## src/rtl/fifo_reader_pkg.sv

```systemverilog
// ---------------------------------------------------------------------------
// fifo_reader_pkg
//   Shared constants and types for the capture-FIFO read engine.
//   - FRD_B0_LOADED / FRD_B0_EMPTY_READ : bit positions of the status flags
//     carried in byte 0 of every word served to the USB read mux.
//   - frd_state_t : drain engine states (IDLE, FETCH, LOADED).
//   - FRD_LAST_IDX : byte index of the final byte of a word.
// ---------------------------------------------------------------------------
package fifo_reader_pkg;

  localparam int FRD_B0_LOADED     = 7;
  localparam int FRD_B0_EMPTY_READ = 6;

  localparam logic [1:0] FRD_LAST_IDX = 2'd2;

  typedef enum logic [1:0] {
    FRD_IDLE   = 2'd0,
    FRD_FETCH  = 2'd1,
    FRD_LOADED = 2'd2
  } frd_state_t;

endpackage

```

## src/rtl/fifo_reader.sv

```systemverilog
// ---------------------------------------------------------------------------
// fifo_reader
//   Read-side drain engine for the shared capture FIFO (cwusb_clk domain).
//   Prefetches one 18-bit FIFO entry into a holding register and serves it
//   to the USB register interface as three byte reads.
//
//   Optional feature: define FIFO_READER_STATS_EN to build the words-read
//   counter; without it O_words_read is tied to zero.
//
//   Ports:
//     cwusb_clk      in   sole clock
//     reset_n        in   async assert, active-low reset
//     I_fifo_data    in   FIFO dout, valid the cycle after O_fifo_read
//     I_fifo_empty   in   FIFO empty flag
//     O_fifo_read    out  FIFO read enable, single-cycle pulse
//     I_byte_rd      in   strobe: host consumes the current O_byte
//     O_byte         out  byte presented to the USB read mux
//     I_flush        in   level: discard held word, suppress fetches
//     I_clear_flags  in   clears O_empty_read
//     O_empty_read   out  sticky: byte read while no word was held
//     O_word_loaded  out  holding register valid
//     O_words_read   out  words fully consumed (0 without the stats build)
// ---------------------------------------------------------------------------
module fifo_reader
  import fifo_reader_pkg::*;
#(
  parameter int pDATA_WIDTH  = 18,
  parameter int pSTATS_WIDTH = 32
) (
  input  logic                    cwusb_clk,
  input  logic                    reset_n,
  input  logic [pDATA_WIDTH-1:0]  I_fifo_data,
  input  logic                    I_fifo_empty,
  output logic                    O_fifo_read,
  input  logic                    I_byte_rd,
  output logic [7:0]              O_byte,
  input  logic                    I_flush,
  input  logic                    I_clear_flags,
  output logic                    O_empty_read,
  output logic                    O_word_loaded,
  output logic [pSTATS_WIDTH-1:0] O_words_read
);

  frd_state_t             state, state_next;
  logic [1:0]             idx, idx_next;
  logic [pDATA_WIDTH-1:0] hold;
  logic                   hold_capture;
  logic                   empty_read_set;

  // State, byte index, holding register and sticky empty-read flag.
  // The empty-read set takes priority over a clear in the same cycle so a
  // host never misses an underflow that coincides with its clear.
  always_ff @(posedge cwusb_clk or negedge reset_n) begin
    if (!reset_n) begin
      state        <= FRD_IDLE;
      idx          <= 2'd0;
      hold         <= '0;
      O_empty_read <= 1'b0;
    end else begin
      state <= state_next;
      idx   <= idx_next;
      if (hold_capture) begin
        hold <= I_fifo_data;
      end
      if (empty_read_set) begin
        O_empty_read <= 1'b1;
      end else if (I_clear_flags) begin
        O_empty_read <= 1'b0;
      end
    end
  end

  // Next-state logic. The read enable is gated by reset_n so it is held low
  // for the whole time reset is asserted, not just after the first edge.
  // Flush beats a byte strobe: the word is dropped and not counted.
  always_comb begin
    state_next     = state;
    idx_next       = idx;
    hold_capture   = 1'b0;
    O_fifo_read    = 1'b0;
    empty_read_set = I_byte_rd && (state != FRD_LOADED);
    case (state)
      FRD_IDLE: begin
        if (reset_n && !I_fifo_empty && !I_flush) begin
          O_fifo_read = 1'b1;
          state_next  = FRD_FETCH;
        end
      end
      FRD_FETCH: begin
        if (I_flush) begin
          state_next = FRD_IDLE;
        end else begin
          hold_capture = 1'b1;
          state_next   = FRD_LOADED;
        end
      end
      FRD_LOADED: begin
        if (I_flush) begin
          state_next = FRD_IDLE;
        end else if (I_byte_rd) begin
          if (idx == FRD_LAST_IDX) begin
            idx_next   = 2'd0;
            state_next = FRD_IDLE;
          end else begin
            idx_next = idx + 2'd1;
          end
        end
      end
      default: begin
        state_next = FRD_IDLE;
      end
    endcase
    if (I_flush) begin
      idx_next = 2'd0;
    end
  end

  // Byte presented to the read mux. Byte 0 carries the loaded and
  // empty-read flags alongside the top two data bits; when nothing is held
  // only the empty-read flag is visible.
  always_comb begin
    O_byte                    = 8'h00;
    O_byte[FRD_B0_EMPTY_READ] = O_empty_read;
    if (state == FRD_LOADED) begin
      case (idx)
        2'd0: begin
          O_byte[FRD_B0_LOADED] = 1'b1;
          O_byte[1:0]           = hold[17:16];
        end
        2'd1:    O_byte = hold[15:8];
        2'd2:    O_byte = hold[7:0];
        default: O_byte = 8'h00;
      endcase
    end
  end

  assign O_word_loaded = (state == FRD_LOADED);

`ifdef FIFO_READER_STATS_EN
  logic                    word_done;
  logic [pSTATS_WIDTH-1:0] words_cnt;

  assign word_done = (state == FRD_LOADED) && I_byte_rd && !I_flush &&
                     (idx == FRD_LAST_IDX);

  // Words fully consumed by the host; wraps naturally at its width.
  always_ff @(posedge cwusb_clk or negedge reset_n) begin
    if (!reset_n) begin
      words_cnt <= '0;
    end else if (word_done) begin
      words_cnt <= words_cnt + 1'b1;
    end
  end

  assign O_words_read = words_cnt;
`else
  assign O_words_read = {pSTATS_WIDTH{1'b0}};
`endif

endmodule

```

## config.mk

```make
export PLATFORM = sky130hd
export DESIGN_NAME = fifo_reader
export DESIGN_NICKNAME = d
export VERILOG_FILES = /design/src/rtl/fifo_reader_pkg.sv /design/src/rtl/fifo_reader.sv
export SDC_FILE = /design/constraint.sdc
export NUM_CORES = 1
export LEC_CHECK = 0
export CORE_ASPECT_RATIO = 1.75
export CORE_MARGIN = 2
export CORE_UTILIZATION = 30
export CTS_CLUSTER_DIAMETER = 120
export DETAILED_ROUTE_END_ITERATION = 8
export GPL_TIMING_DRIVEN = 0
export MAX_ROUTING_LAYER = met4
export PLACE_DENSITY_LB_ADDON = 0.12
export SYNTH_ARGS = -nofsm -noshare
export SYNTH_HDL_FRONTEND = slang
export SYNTH_SLANG_ARGS = --single-unit
```

## constraint.sdc

```tcl
create_clock -name cwusb_clk -period 1.61 [get_ports cwusb_clk]
set_input_delay 0.4025 -clock cwusb_clk [delete_from_list [all_inputs] [get_ports cwusb_clk]]
set_output_delay 0.4025 -clock cwusb_clk [all_outputs]
set_load 0.02 [all_outputs]
```

**After elaboration in Yosys (flattened, before gate mapping)**

Cells that the tools add are included.

- Register bits: 23
- Input bits: 24
- Logic and storage cells: 45

- Add/sub/neg operators: 1
- Eq/ne operators: 8
- Muxes and demuxes: 20
- Reductions and logical operators: 12

Operators with widths:

| cell | number |
|---|---|
| two-way mux 2 bit | 9 |
| one-hot mux 5 bit (3 select lines) | 1 |
| one-hot mux 2 bit (3 select lines) | 2 |
| two-way mux 8 bit | 1 |
| two-way mux 1 bit | 6 |
| nonzero test 2 bit | 3 |
| == test 2 x 1 -> 1 bit (second input constant) | 2 |
| == test 2 bit (second input constant) | 2 |
| zero test 2 bit | 2 |
| != test 2 bit (second input constant) | 2 |
| logical AND 1 bit | 3 |
| != test 3 x 2 -> 1 bit (second input constant) | 1 |
| != test 3 bit (second input constant) | 1 |
| one-hot mux 1 bit (3 select lines) | 1 |
| AND reduction 3 bit | 1 |
| adder 2 x 1 -> 2 bit (second input constant) | 1 |
| zero test 1 bit | 2 |
| AND reduction 2 bit | 1 |

**Logic depth before layout (Yosys ltp)**

Gate-level depths: netlist of the first run.

- Word-level depth: 5
- Mapped depth: 5
- Gate-level depth less buffers: 4

**Least setup slack after synthesis of the first run**

OpenSTA, ideal clock, no wires.

- Path type: flip-flop to output port
- Start: reg state[1]
- End: out O_byte[6]
- Arrival time: 1.242 ns
- Required time: 1.207 ns
- Path slack: -0.034 ns
- Cell stages (with the launch flop): 5
- Path buffers: 1
- Cells stage by stage: dfrtp_1 > nand2b_1 > buf_2 > inv_1 > o221ai_1

- Cells in the longest elaborated chain, start to end: 2

RTL lines:

| what | RTL line | RTL |
|---|---|---|
| start, declared | fifo_reader.sv:44 | `frd_state_t state, state_next;` |
| start signal, assigned | fifo_reader.sv:60 | `state <= state_next;` |
| == test 2 bit | - |  |
| via O_word_loaded | fifo_reader.sv:40 | `output logic O_word_loaded,` |
| two-way mux 8 bit | fifo_reader.sv:124 | `if (state == FRD_LOADED) begin` |
| end, declared | fifo_reader.sv:36 | `output logic [7:0] O_byte,` |

The timed path passes the listed nets, and every way through them passes these cells.

**Final worst setup path of the first run**

- Start: reg idx[0]
- End: out O_byte[1]

- Cells in the longest elaborated chain, start to end: 3
- Elaborated cells on any way between the ends: 5
- Those cells by class: eq/ne (2); mux (2); reduce/logical (1)

RTL lines:

| what | RTL line | RTL |
|---|---|---|
| start, declared | fifo_reader.sv:45 | `logic [1:0] idx, idx_next;` |
| start signal, assigned | fifo_reader.sv:61 | `idx <= idx_next;` |
| == test 2 bit, or another cell as far along | fifo_reader.sv:125 | `case (idx)` |
| one-hot mux 2 bit (3 select lines) * | fifo_reader.sv:125 |  |
| two-way mux 8 bit * | fifo_reader.sv:124 |  |

Every way passes the cells marked *; elsewhere a longest branch is shown, timed or not.

==> out/metrics.json, run 1 <==
{
  "io_buffers": 34,
  "final.fill_count": 442,
  "critical_path_arrival_ps": 1420,
  "grt_remaining_overflow": 0,
  "worstSetupStartpoint": "idx[0]$_DFFE_PN0P_",
  "final_antenna_net_count": 0,
  "initial_cell_density_of_the_core_pct": 31.0,
  "critical_path.cell_chain": "buf_6, mux2i_1, or2_4, a21oi_2, buf_6",
  "placed_cell_area_mm2": 0.00190,
  "cp.buffers_inverters": 2,
  "r2r_setup_slack_ps": 110,
  "power.switching_w": 0.000455,
  "placementRows": 32,
  "critPathMaxFanout": 5,
  "finish.instance_area_mm2": 0.00205,
  "final_cells": 252,
  "edff_count_synth": 0,
  "status": "finished with violations",
  "coreArea_mm2": 0.00440,
  "cts_buffers": 3,
  "number_of_remaining_drc_errors": 0,
  "netlist_instances": 125,
  "crit_top_cell": "sky130_fd_sc_hd__buf_6",
  "clock-sinks": 23,
  "fraction_of_final_layout_cells_with_drive_strength_greater_than_1_pct": 45.3,
  "final-hold-violation-count": 0,
  "setup_total_negative_slack_ps": -1760,
  "synth_most_common_cell": "sky130_fd_sc_hd__buf_4",
  "fp.dieH_um": 93.2,
  "gp_congestion": 0.693,
  "cts.reportedPaths.clkPinSlew_ps": 80,
  "ys_ff_latch": 23,
  "grt_pass1_wl_mm": 4.51,
  "cts_root_buffer": "sky130_fd_sc_hd__clkbuf_8",
  "mappedNetlistArea_mm2": 0.00137,
  "finalHoldWorstSlack_ps": 56.7,
  "final_core_util_pct": 46.5,
  "seqPwrFrac_pct": 48.1,
  "wl_per_cell_um": 11.2,
  "clk-insertion-delay-late_ps": 260,
  "yosysTopAreaCellShare_pct": 42.2,
  "synth_sequential_area_ratio_pct": 42.2,
  "p_int_w": 0.00118,
  "grt_setup_unrepaired": "true",
  "min_period_over_period_pct": 113,
  "die_width_um": 55.0,
  "post_layout_min_period_ps": 1820,
  "clock_tree.buffer_depth": 2,
  "viasPerCell": 3.99,
  "maxCapViolations": 0,
  "ys_types": 28,
  "reg2regPathDepth": 5,
  "leakagePower_nw": 0.999,
  "n_antenna_cell": 0,
  "dp.cells": 241,
  "synthesis.yosys.warnings": 0,
  "floorplan.die_area_mm2": 0.00513,
  "worst_r2r_endpoint": "hold[17]$_DFFE_PN0P_",
  "vdd_ir_drop_max_mv": 0.642,
  "comb_power_share_pct": 30.0,
  "antenna_found_initial": 0,
  "worst_path_dominant_cell_family": "flip-flops",
  "drt_wl_total_mm": 2.82,
  "worst_clock_skew_ps": 3.04,
  "setup_viol": 9,
  "synth_top_flop_cell": "sky130_fd_sc_hd__dfrtp_1",
  "grt.total_usage_pct": 12.4,
  "sw_frac_of_total_pct": 27.8,
  "cts_max_level": 1,
  "worstSetupEndpointType": "primary output",
  "synth_top_cells_by_area": "sky130_fd_sc_hd__dfrtp_1 42%, sky130_fd_sc_hd__buf_4 18%, sky130_fd_sc_hd__mux2_4 8.8%, sky130_fd_sc_hd__mux2_2 7.4%, sky130_fd_sc_hd__a21oi_1 2.2%",
  "synth_largest_area_cell": "sky130_fd_sc_hd__dfrtp_1",
  "number_of_global_route_vias_before_repair": 991,
  "layout-area-overhead-vs-synth_pct": 50.1,
  "dr.pass1.iters": 4,
  "power.density_cell_area_mw_per_mm2": 798,
  "ctsHoldBuffers": 0,
  "number_of_drc_violations_after_detailed_routing_iteration_0": 12,
  "timing.fmax_mhz": 549,
  "power.clock.fraction_pct": 22.0,
  "fin_ws_ps": -213,
  "dp.final_hpwl_mm": 2.13,
  "grt_start_max_net_pins": 26,
  "startpoint_types": "flip-flop",
  "failed_checks": "negative setup slack",
  "vias": 1005,
  "synth.cells.most_frequent": "33 x sky130_fd_sc_hd__buf_4, 23 x sky130_fd_sc_hd__dfrtp_1, 9 x sky130_fd_sc_hd__mux2_2, 8 x sky130_fd_sc_hd__mux2_4, 7 x sky130_fd_sc_hd__nand2_1",
  "critical-path-max-stage-delay_ps": 400,
  "design.final.nets": 226,
  "critical_path_class": "reg -> out",
  "postSynthAreaPerCell_um2": 10.9,
  "timing.critical_path.required_ps": 1210,
  "async_flop_share_pct": 100,
  "critical-path-slowest-cell": "sky130_fd_sc_hd__dfrtp_1",
  "tritoncts": "done",
  "min_path_type": "in -> async",
  "critical_path.reg2reg.startpoint": "state[1]$_DFFE_PN0P_",
  "maxSlewViolCount": 0,
  "design.portCount": 67
}
## registers in the layout, summed over array words and instances, names as in the netlist
| name | cells |
|---|---|
| O_empty_read | 1 |
| state | 2 |
| hold | 18 |
| idx | 2 |
## routing by layer
| metal | routed length (um) | up-vias | GRT usage, % |
|---|---|---|---|
| met5 | 0 | - | - |
| met4 | 29 | 0 | 4.88 |
| li1 | - | 505 | - |
| met1 | 1070 | 455 | 14.7 |
| met2 | 1510 | 43 | 20.4 |
| met3 | 205 | 2 | 1.76 |
## per-stage QoR
| step | setup WS, ps | power [W] |
|---|---|---|
| 2_1_floorplan | 56.6 | 0.00111 |
| 3_3_place_gp | -1300 | 0.00124 |
| 3_5_place_dp | -1330 | 0.00125 |
| 4_1_cts | -214 | 0.00163 |
| 5_1_grt | -322 | 0.00173 |
| 6_report | -213 | 0.00164 |
## logic make-up after synthesis
kind of cell,Yosys count,synth area share [%]
compound gates,16,7.52
buf+inv,40,22.0
flops,23,42.2
mux,19,17.7
other cells,1,0.275
simple gates,26,10.4
## power groups by stage
stage	Sequential, W	Combinational [W]	Clock, W
global placement	0.000788	0.000457	0
detailed placement	0.000792	0.000460	0
floorplan	0.000769	0.000343	0
CTS	0.000788	0.000482	0.000364
global route	0.000802	0.000536	0.000390
finish	0.000786	0.000490	0.000360
## cell usage in the layout (no fill, tap or decap), drive strengths merged
cell / synthesis / layout
a21o: 2 / 2
a21oi: 6 / 6
a22oi: 4 / 4
and2: 2 / 2
buf: 37 / 54
clkbuf: 0 / 6
clkdlybuf4s50: 0 / 20
conb: 1 / 32
dfrtp: 23 / 23
dlygate4sd2: 0 / 2
inv: 3 / 3
mux2: 17 / 17
mux2i: 2 / 2
nand2: 7 / 7
nand2b: 2 / 2
nand3: 2 / 2
nand3b: 1 / 1
nor2: 4 / 4
nor2b: 2 / 2
nor3b: 1 / 1
nor4: 1 / 1
o21ai: 2 / 2
o221ai: 1 / 1
o22a: 1 / 1
or2: 2 / 2
or2b: 1 / 1
or3: 1 / 1
## area by class of cell
class                           count  area (um^2)  area share, %
Timing Repair Buffer               41          384           18.7
Clock buffer                        4         45.0           2.20
Buffer                             37          302           14.7
Inverter                            3         11.3          0.549
Multi-Input combinational cell     93          666           32.5
Sequential cell                    23          578           28.2
Tap cell                           51         63.8           3.11
## timing repair
item	4_1_cts	5_1_grt
buffers inserted	4	3
cloned	1	0
endpoints found under the setup margin	20	10
resized for setup	76	10
pin swaps	4	5
## worst max path at each step
stage,end,slack [ps],cells past startpoint
finish,O_byte[1],-210,5
CTS,O_byte[4],-210,6
detailed placement,O_fifo_read,-1330,3
global placement,O_fifo_read,-1300,3
global route,O_byte[3],-320,6
floorplan,O_byte[6],60,4
Note: power is estimated with default switching activity, not from simulation.
==> run 2: changes to the inputs <==
Settings changed: ABC_CLOCK_PERIOD_IN_PS from default to 1610, CORE_UTILIZATION 30 to 25, HOLD_SLACK_MARGIN from default to 0.1.
==> run 2 against run 1 <==
Compared with the run above: the run still ends with negative setup slack left; largest power group unchanged; core utilization decreased by 5.3 points; routed wire length increased by 15%; non-clock buffer count increased by 5; global-route usage decreased by 0.81 points; worst hold slack improved by 64 ps; die area increased by 19%; register-to-register slack got worse by 120 ps; largest cell class unchanged; critical endpoint unchanged; critical path type unchanged; critical path depth unchanged.
==> out/metrics.json, run 2 (synthesis results as in run 1) <==
{
  "fin_total_pwr": {"value": 0.00166, "unit": "W", "change": "+1.2%"},
  "setup_viol": {"value": 14, "change": "+5"},
  "number_of_remaining_drc_errors": {"value": 0, "change": "unchanged"},
  "status": "finished with violations",
  "dp.final_hpwl": {"value": 2.39, "unit": "mm", "change": "+12%"},
  "io_buffers": {"value": 34, "change": "unchanged"},
  "design.final.nets": {"value": 231, "change": "+2.2%"},
  "min_period_over_period": {"value": 114, "unit": "%", "change": "+0.89 points"},
  "number_of_global_route_vias_before_repair": {"value": 1067, "change": "+7.7%"},
  "worstSetupStartpoint": "idx[0]$_DFFE_PN0P_",
  "clock-sinks": {"value": 23, "change": "unchanged"},
  "initial_cell_density_of_the_core": {"value": 26.0, "unit": "%", "change": "-5.0 points"},
  "max_slew.worst_pin.slew_ps": 563,
  "failed_checks": "negative setup slack",
  "clock_tree.buffer_depth": {"value": 2, "change": "unchanged"},
  "grt_setup_unrepaired": "true",
  "biggestRegsByFlops": "hold x18, idx x2, state x2",
  "ctsHoldBuffers": {"value": 0, "change": "unchanged"},
  "fraction_of_final_layout_cells_with_drive_strength_greater_than_1": {"value": 45.6, "unit": "%", "change": "+0.36 points"},
  "layout-area-overhead-vs-synth_pct": 58.8,
  "critical_path_arrival": {"value": 1430, "unit": "ps", "change": "about the same"},
  "fp.dieH": {"value": 102, "unit": "um", "change": "+9.1%"},
  "viasPerCell": {"value": 3.97, "change": "-0.57%"},
  "worstSetupEndpointType": "primary output",
  "tritoncts": "done",
  "die_width": {"value": 59.9, "unit": "um", "change": "+8.9%"},
  "startpoint_types": "flip-flop",
  "post_layout_min_period": {"value": 1840, "unit": "ps", "change": "+14.3 ps"},
  "n_antenna_cell": {"value": 0, "change": "unchanged"},
  "number_of_drc_violations_after_detailed_routing_iteration_0": {"value": 5, "change": "-7"},
  "endpoint": "O_byte[1]",
  "antenna_found_initial": {"value": 0, "change": "unchanged"},
  "final_core_util": {"value": 41.3, "unit": "%", "change": "-5.3 points"},
  "vdd_ir_drop_max": {"value": 0.501, "unit": "mV", "change": "-22%"},
  "grt_start_max_net_pins": {"value": 26, "change": "unchanged"},
  "finish.instance_area": {"value": 0.00217, "unit": "mm^2", "change": "+5.8%"},
  "wl_per_cell": {"value": 12.5, "unit": "um", "change": "+11%"},
  "r2r_setup_slack": {"value": -10, "unit": "ps", "change": "-120 ps"},
  "timing.fmax": {"value": 544, "unit": "MHz", "change": "-0.78%"},
  "cts.reportedPaths.clkPinSlew": {"value": 90, "unit": "ps", "change": "about the same"},
  "maxCapViolations": {"value": 0, "change": "unchanged"},
  "cts_buffers": {"value": 3, "change": "unchanged"},
  "detailedPlace.worstSlack": {"value": -1380, "unit": "ps", "change": "-48.0 ps"},
  "final.fill_count": {"value": 514, "change": "+16%"},
  "grt_remaining_overflow": {"value": 0, "change": "unchanged"},
  "final_antenna_net_count": {"value": 0, "change": "unchanged"},
  "grt.total_usage": {"value": 11.6, "unit": "%", "change": "-0.81 points"},
  "floorplan.die_area": {"value": 0.00609, "unit": "mm^2", "change": "+19%"},
  "power.density_cell_area": {"value": 764, "unit": "mW/mm^2", "change": "-4.3%"},
  "commonest_non_fill_non_tap_cells_in_the_layout": "43 x sky130_fd_sc_hd__buf_4, 32 x sky130_fd_sc_hd__conb_1, 22 x sky130_fd_sc_hd__dfrtp_1",
  "design.portCount": {"value": 67, "change": "unchanged"},
  "placementRows": {"value": 35, "change": "+9.4%"},
  "drt_wl_total": {"value": 3.25, "unit": "mm", "change": "+15%"},
  "critical_path.reg2reg.startpoint": "state[1]$_DFFE_PN0P_",
  "worst_clock_skew": {"value": 8.78, "unit": "ps", "change": "+5.75 ps"},
  "placed_cell_area": {"value": 0.00190, "unit": "mm^2", "change": "+0.26%"},
  "setup_total_negative_slack": {"value": -1670, "unit": "ps", "change": "+92.0 ps"},
  "grt_pass1_wl": {"value": 5.12, "unit": "mm", "change": "+14%"},
  "clk-insertion-delay-late": {"value": 260, "unit": "ps", "change": "about the same"},
  "cts_root_buffer": "sky130_fd_sc_hd__clkbuf_8",
  "maxSlewViolCount": {"value": 0, "change": "unchanged"},
  "vias": {"value": 1035, "change": "+3.0%"},
  "critPathMaxFanout": {"value": 10, "change": "+5"},
  "reg2regPathDepth": {"value": 7, "change": "+2"},
  "dr.pass1.iters": {"value": 4, "change": "unchanged"},
  "timing.critical_path.required": {"value": 1210, "unit": "ps", "change": "about the same"},
  "coreArea": {"value": 0.00526, "unit": "mm^2", "change": "+19%"},
  "final_common_cell": "sky130_fd_sc_hd__buf_4",
  "largest_register": "hold",
  "relSlewSlack_pct": 62.5,
  "gp_congestion": {"value": 0.702, "change": "+1.2%"},
  "min_path_type": "in -> async",
  "largest_register_ffs": {"value": 18, "change": "unchanged"},
  "fin_ws": {"value": -227, "unit": "ps", "change": "-14.3 ps"},
  "worst_r2r_endpoint": "hold[0]$_DFFE_PN0P_",
  "final-hold-violation-count": {"value": 0, "change": "unchanged"},
  "cts_max_level": {"value": 1, "change": "unchanged"},
  "critical_path_class": "reg -> out",
  "leakagePower": {"value": 1.06, "unit": "nW", "change": "+5.8%"}
}
## run 2: stage by stage
step,hold slack (ps),instances
floorplan,107,156
global placement,493,245
detailed placement,498,245
CTS,132,258
global route,168,261
finish,121,261
## run 2: worst min path at each step
stage / startpoint / endpoint / depth (start not counted)
3_5_place_dp: hold[1]$_DFFE_PN0P_ / hold[1]$_DFFE_PN0P_ / 1
4_1_cts: reset_n / hold[14]$_DFFE_PN0P_ / 1
6_report: reset_n / hold[11]$_DFFE_PN0P_ / 1
2_1_floorplan: reset_n / O_empty_read$_DFFE_PN0P_ / 0
5_1_grt: reset_n / hold[7]$_DFFE_PN0P_ / 1
3_3_place_gp: hold[6]$_DFFE_PN0P_ / hold[6]$_DFFE_PN0P_ / 1
## run 2: timing repair
action | 4_1_cts | 5_1_grt
endpoints found under the setup margin | 20 | 23
gates resized for setup | 72 | 13
pin swaps | 3 | 3
buffers inserted | 8 | 4
gates cloned | 1 | 0
## run 2: critical path, stage by stage (launching register included)
cell and delay, ps:
sky130_fd_sc_hd__dfrtp_1 380, sky130_fd_sc_hd__buf_6 140, sky130_fd_sc_hd__mux2i_1 110, sky130_fd_sc_hd__or2_2 280
sky130_fd_sc_hd__a21oi_2 130, sky130_fd_sc_hd__buf_6 130
## run 2: cell type report
type / instances / area (um^2) / share of cell area (%)
clock buffer: 3 / 41.3 / 1.90
sequential: 23 / 577 / 26.6
inverter: 3 / 13.8 / 0.635
clock inverter: 1 / 5.00 / 0.231
tap: 55 / 68.8 / 3.17
timing repair buffer: 46 / 493 / 22.7
buffer: 37 / 305 / 14.1
multi-input combinational: 93 / 664 / 30.6
## run 2: power by group
part	switching, W	internal [W]
logic	0.000204	0.000313
registers	0.0000745	0.000707
clock network	0.000184	0.000173
total	0.000463	0.00119
## run 2: layer usage
| layer | wire length (um) | GRT usage, % | vias to the layer above |
|---|---|---|---|
| met1 | 1190 | 11.7 | 476 |
| met4 | 30 | 4.96 | 0 |
| met2 | 1860 | 21.3 | 41 |
| li1 | - | - | 516 |
| met5 | 0 | - | - |
| met3 | 175 | 1.40 | 2 |
==> run 3: changes to the inputs <==
Settings changed: CORE_MARGIN 2 to 1.
==> run 3 against run 2 <==
Compared with the run above: the flow finishes with violations (design-rule violations, negative setup slack); die area decreased by 5.2%; non-clock buffer count decreased by 3; final cell count decreased by 1.1%; clock power about the same; register-to-register slack improved by 40 ps; critical endpoint is now O_byte[6]; largest cell class unchanged.
==> out/metrics.json, run 3 (synthesis results as in run 1) <==
{
  "status": "finished with violations",
  "failed_checks": "design-rule violations, negative setup slack",
  "final_common_cell": "sky130_fd_sc_hd__buf_4",
  "startpoint_types": "flip-flop",
  "detailedPlace.worstSlack": {"value": -1330, "unit": "ps", "change": "+45.2 ps"},
  "timing.critical_path.required": {"value": 1210, "unit": "ps", "change": "about the same"},
  "finalHoldWorstSlack": {"value": 89.5, "unit": "ps", "change": "-31.4 ps"},
  "min_period_over_period": {"value": 115, "unit": "%", "change": "+0.96 points"},
  "cts_root_buffer": "sky130_fd_sc_hd__clkbuf_8",
  "largest_register": "hold",
  "largest_register_ffs": {"value": 18, "change": "unchanged"},
  "biggestRegsByFlops": "hold x18, idx x2, state x2",
  "final-hold-violation-count": {"value": 0, "change": "unchanged"},
  "placementRows": {"value": 35, "change": "unchanged"},
  "power.density_cell_area": {"value": 786, "unit": "mW/mm^2", "change": "+2.9%"},
  "dr.pass1.iters": {"value": 8, "change": "+4"},
  "cts_buffers": {"value": 3, "change": "unchanged"},
  "grt_remaining_overflow": {"value": 0, "change": "unchanged"},
  "antenna_found_initial": {"value": 0, "change": "unchanged"},
  "critical_path_class": "reg -> out",
  "floorplan.die_area": {"value": 0.00577, "unit": "mm^2", "change": "-5.2%"},
  "dp.final_hpwl": {"value": 2.27, "unit": "mm", "change": "-5.0%"},
  "min_path_type": "in -> async",
  "coreArea": {"value": 0.00526, "unit": "mm^2", "change": "unchanged"},
  "fraction_of_final_layout_cells_with_drive_strength_greater_than_1": {"value": 44.8, "unit": "%", "change": "-0.80 points"},
  "design.portCount": {"value": 67, "change": "unchanged"},
  "gp_congestion": {"value": 0.698, "change": "-0.60%"},
  "initial_cell_density_of_the_core": {"value": 26.0, "unit": "%", "change": "unchanged"},
  "wl_per_cell": {"value": 12.2, "unit": "um", "change": "-2.3%"},
  "critical-path-max-stage-delay": {"value": 380, "unit": "ps", "change": "about the same"},
  "grt_pass1_wl": {"value": 4.68, "unit": "mm", "change": "-8.6%"},
  "post_layout_min_period": {"value": 1850, "unit": "ps", "change": "+15.4 ps"},
  "number_of_remaining_drc_errors": {"value": 7, "change": "+7"},
  "commonest_non_fill_non_tap_cells_in_the_layout": "44 x sky130_fd_sc_hd__buf_4, 32 x sky130_fd_sc_hd__conb_1, 21 x sky130_fd_sc_hd__dfrtp_1",
  "number_of_global_route_vias_before_repair": {"value": 956, "change": "-10%"},
  "final_antenna_net_count": {"value": 0, "change": "unchanged"},
  "worst_clock_skew": {"value": 2.92, "unit": "ps", "change": "-5.87 ps"},
  "setup_viol": {"value": 9, "change": "-5"},
  "fin_ws": {"value": -243, "unit": "ps", "change": "-15.4 ps"},
  "clock-sinks": {"value": 23, "change": "unchanged"},
  "design.final.nets": {"value": 228, "change": "-1.3%"},
  "dp.cells": {"value": 245, "change": "unchanged"},
  "grt.total_usage": {"value": 11.1, "unit": "%", "change": "-0.52 points"},
  "die_width": {"value": 57.9, "unit": "um", "change": "-3.3%"},
  "maxSlewViolCount": {"value": 0, "change": "unchanged"},
  "cp.buffers_inverters": {"value": 3, "change": "+1"},
  "final_cells": {"value": 258, "change": "-1.1%"},
  "clk-insertion-delay-late": {"value": 260, "unit": "ps", "change": "about the same"},
  "setup_total_negative_slack": {"value": -1770, "unit": "ps", "change": "-107 ps"},
  "worstSetupEndpointType": "primary output",
  "critical_path_arrival": {"value": 1450, "unit": "ps", "change": "+20 ps"},
  "critical_path.cell_chain": "buf_6, buf_2, o22a_1, o221ai_2, buf_4",
  "leakagePower": {"value": 1.03, "unit": "nW", "change": "-3.0%"},
  "cts.reportedPaths.clkPinSlew": {"value": 80, "unit": "ps", "change": "about the same"},
  "fin_total_pwr": {"value": 0.00165, "unit": "W", "change": "-0.56%"},
  "timing.fmax": {"value": 540, "unit": "MHz", "change": "-0.83%"},
  "viasPerCell": {"value": 4.00, "change": "+0.87%"},
  "vias": {"value": 1032, "change": "-0.29%"},
  "fp.dieH": {"value": 99.8, "unit": "um", "change": "-2.0%"},
  "drt_wl_total": {"value": 3.14, "unit": "mm", "change": "-3.4%"},
  "grt_setup_unrepaired": "true",
  "cts_max_level": {"value": 1, "change": "unchanged"},
  "critical-path-slowest-cell": "sky130_fd_sc_hd__dfrtp_1",
  "number_of_drc_violations_after_detailed_routing_iteration_0": {"value": 14, "change": "+9"},
  "clock_tree.buffer_depth": {"value": 2, "change": "unchanged"},
  "worst_path_dominant_cell_family": "buffers and inverters",
  "vdd_ir_drop_max": {"value": 0.536, "unit": "mV", "change": "+7.0%"},
  "io_buffers": {"value": 34, "change": "unchanged"},
  "critPathMaxFanout": {"value": 6, "change": "-4"},
  "tritoncts": "done",
  "maxCapViolations": {"value": 0, "change": "unchanged"},
  "layout-area-overhead-vs-synth_pct": 53.5,
  "grt_start_max_net_pins": {"value": 26, "change": "unchanged"},
  "n_antenna_cell": {"value": 0, "change": "unchanged"}
}
run 3: changes by cell type in the layout (fill, tap and decap cells not counted), sizes merged:
cell and change:
clkinv -1, dlygate4sd2 -1, dlymetal6s2s +1, clkbuf +2, buf -4
run 3: through the flow:
stage | area [um^2] | util (%)
6_report | 2100 | 39.9
3_5_place_dp | 1900 | 36.2
2_1_floorplan | 1500 | -
4_1_cts | 1980 | 37.6
5_1_grt | 2100 | 39.9
3_3_place_gp | 1900 | 36.2
run 3: report_power, final:
part | switching (W) | total (W) | leakage [nW] | internal [W]
logic | 0.000200 | 0.000501 | 0.723 | 0.000301
registers | 0.0000789 | 0.000786 | 0.280 | 0.000708
clock network | 0.000183 | 0.000360 | 0.0228 | 0.000177
run 3: per-layer routing:
metal / GRT usage (%) / vias up / wire (um)
li1: - / 510 / -
met1: 12.5 / 479 / 1170
met2: 19.4 / 41 / 1780
met3: 1.30 / 2 / 162
met4: 4.40 / 0 / 30
met5: - / - / 0
run 3: final cells by class:
type	instances	area, um^2
Inverter	3	16.3
Timing Repair Buffer	43	415
Fill cell	534	3160
Sequential cell	23	578
Tap cell	55	68.8
Multi-Input combinational cell	93	662
Buffer	37	310
Clock buffer	4	45.0
run 3: worst paths after layout:
check,endpoint,cells past startpoint,slack (ps),start
min in group cwusb_clk,state[0]$_DFFE_PN0P_,2,420,reset_n
max reg2reg,hold[11]$_DFFE_PN0P_,6,30,state[0]$_DFFE_PN0P_
min reg2reg,hold[3]$_DFFE_PN0P_,1,510,hold[3]$_DFFE_PN0P_
min,hold[2]$_DFFE_PN0P_,2,90,reset_n
max in group asynchronous,state[1]$_DFFE_PN0P_,2,1360,reset_n
max,O_byte[6],5,-240,idx[0]$_DFFE_PN0P_
run 3: repair_timing:
| item | in CTS | in global routing |
|---|---|---|
| hold buffers | 0 | 1 |
| gates resized for setup | 68 | 14 |
| pin swaps | 0 | 5 |
| hold endpoints to repair | 0 | 23 |
| buffers inserted | 2 | 6 |
| setup endpoints to repair | 20 | 10 |
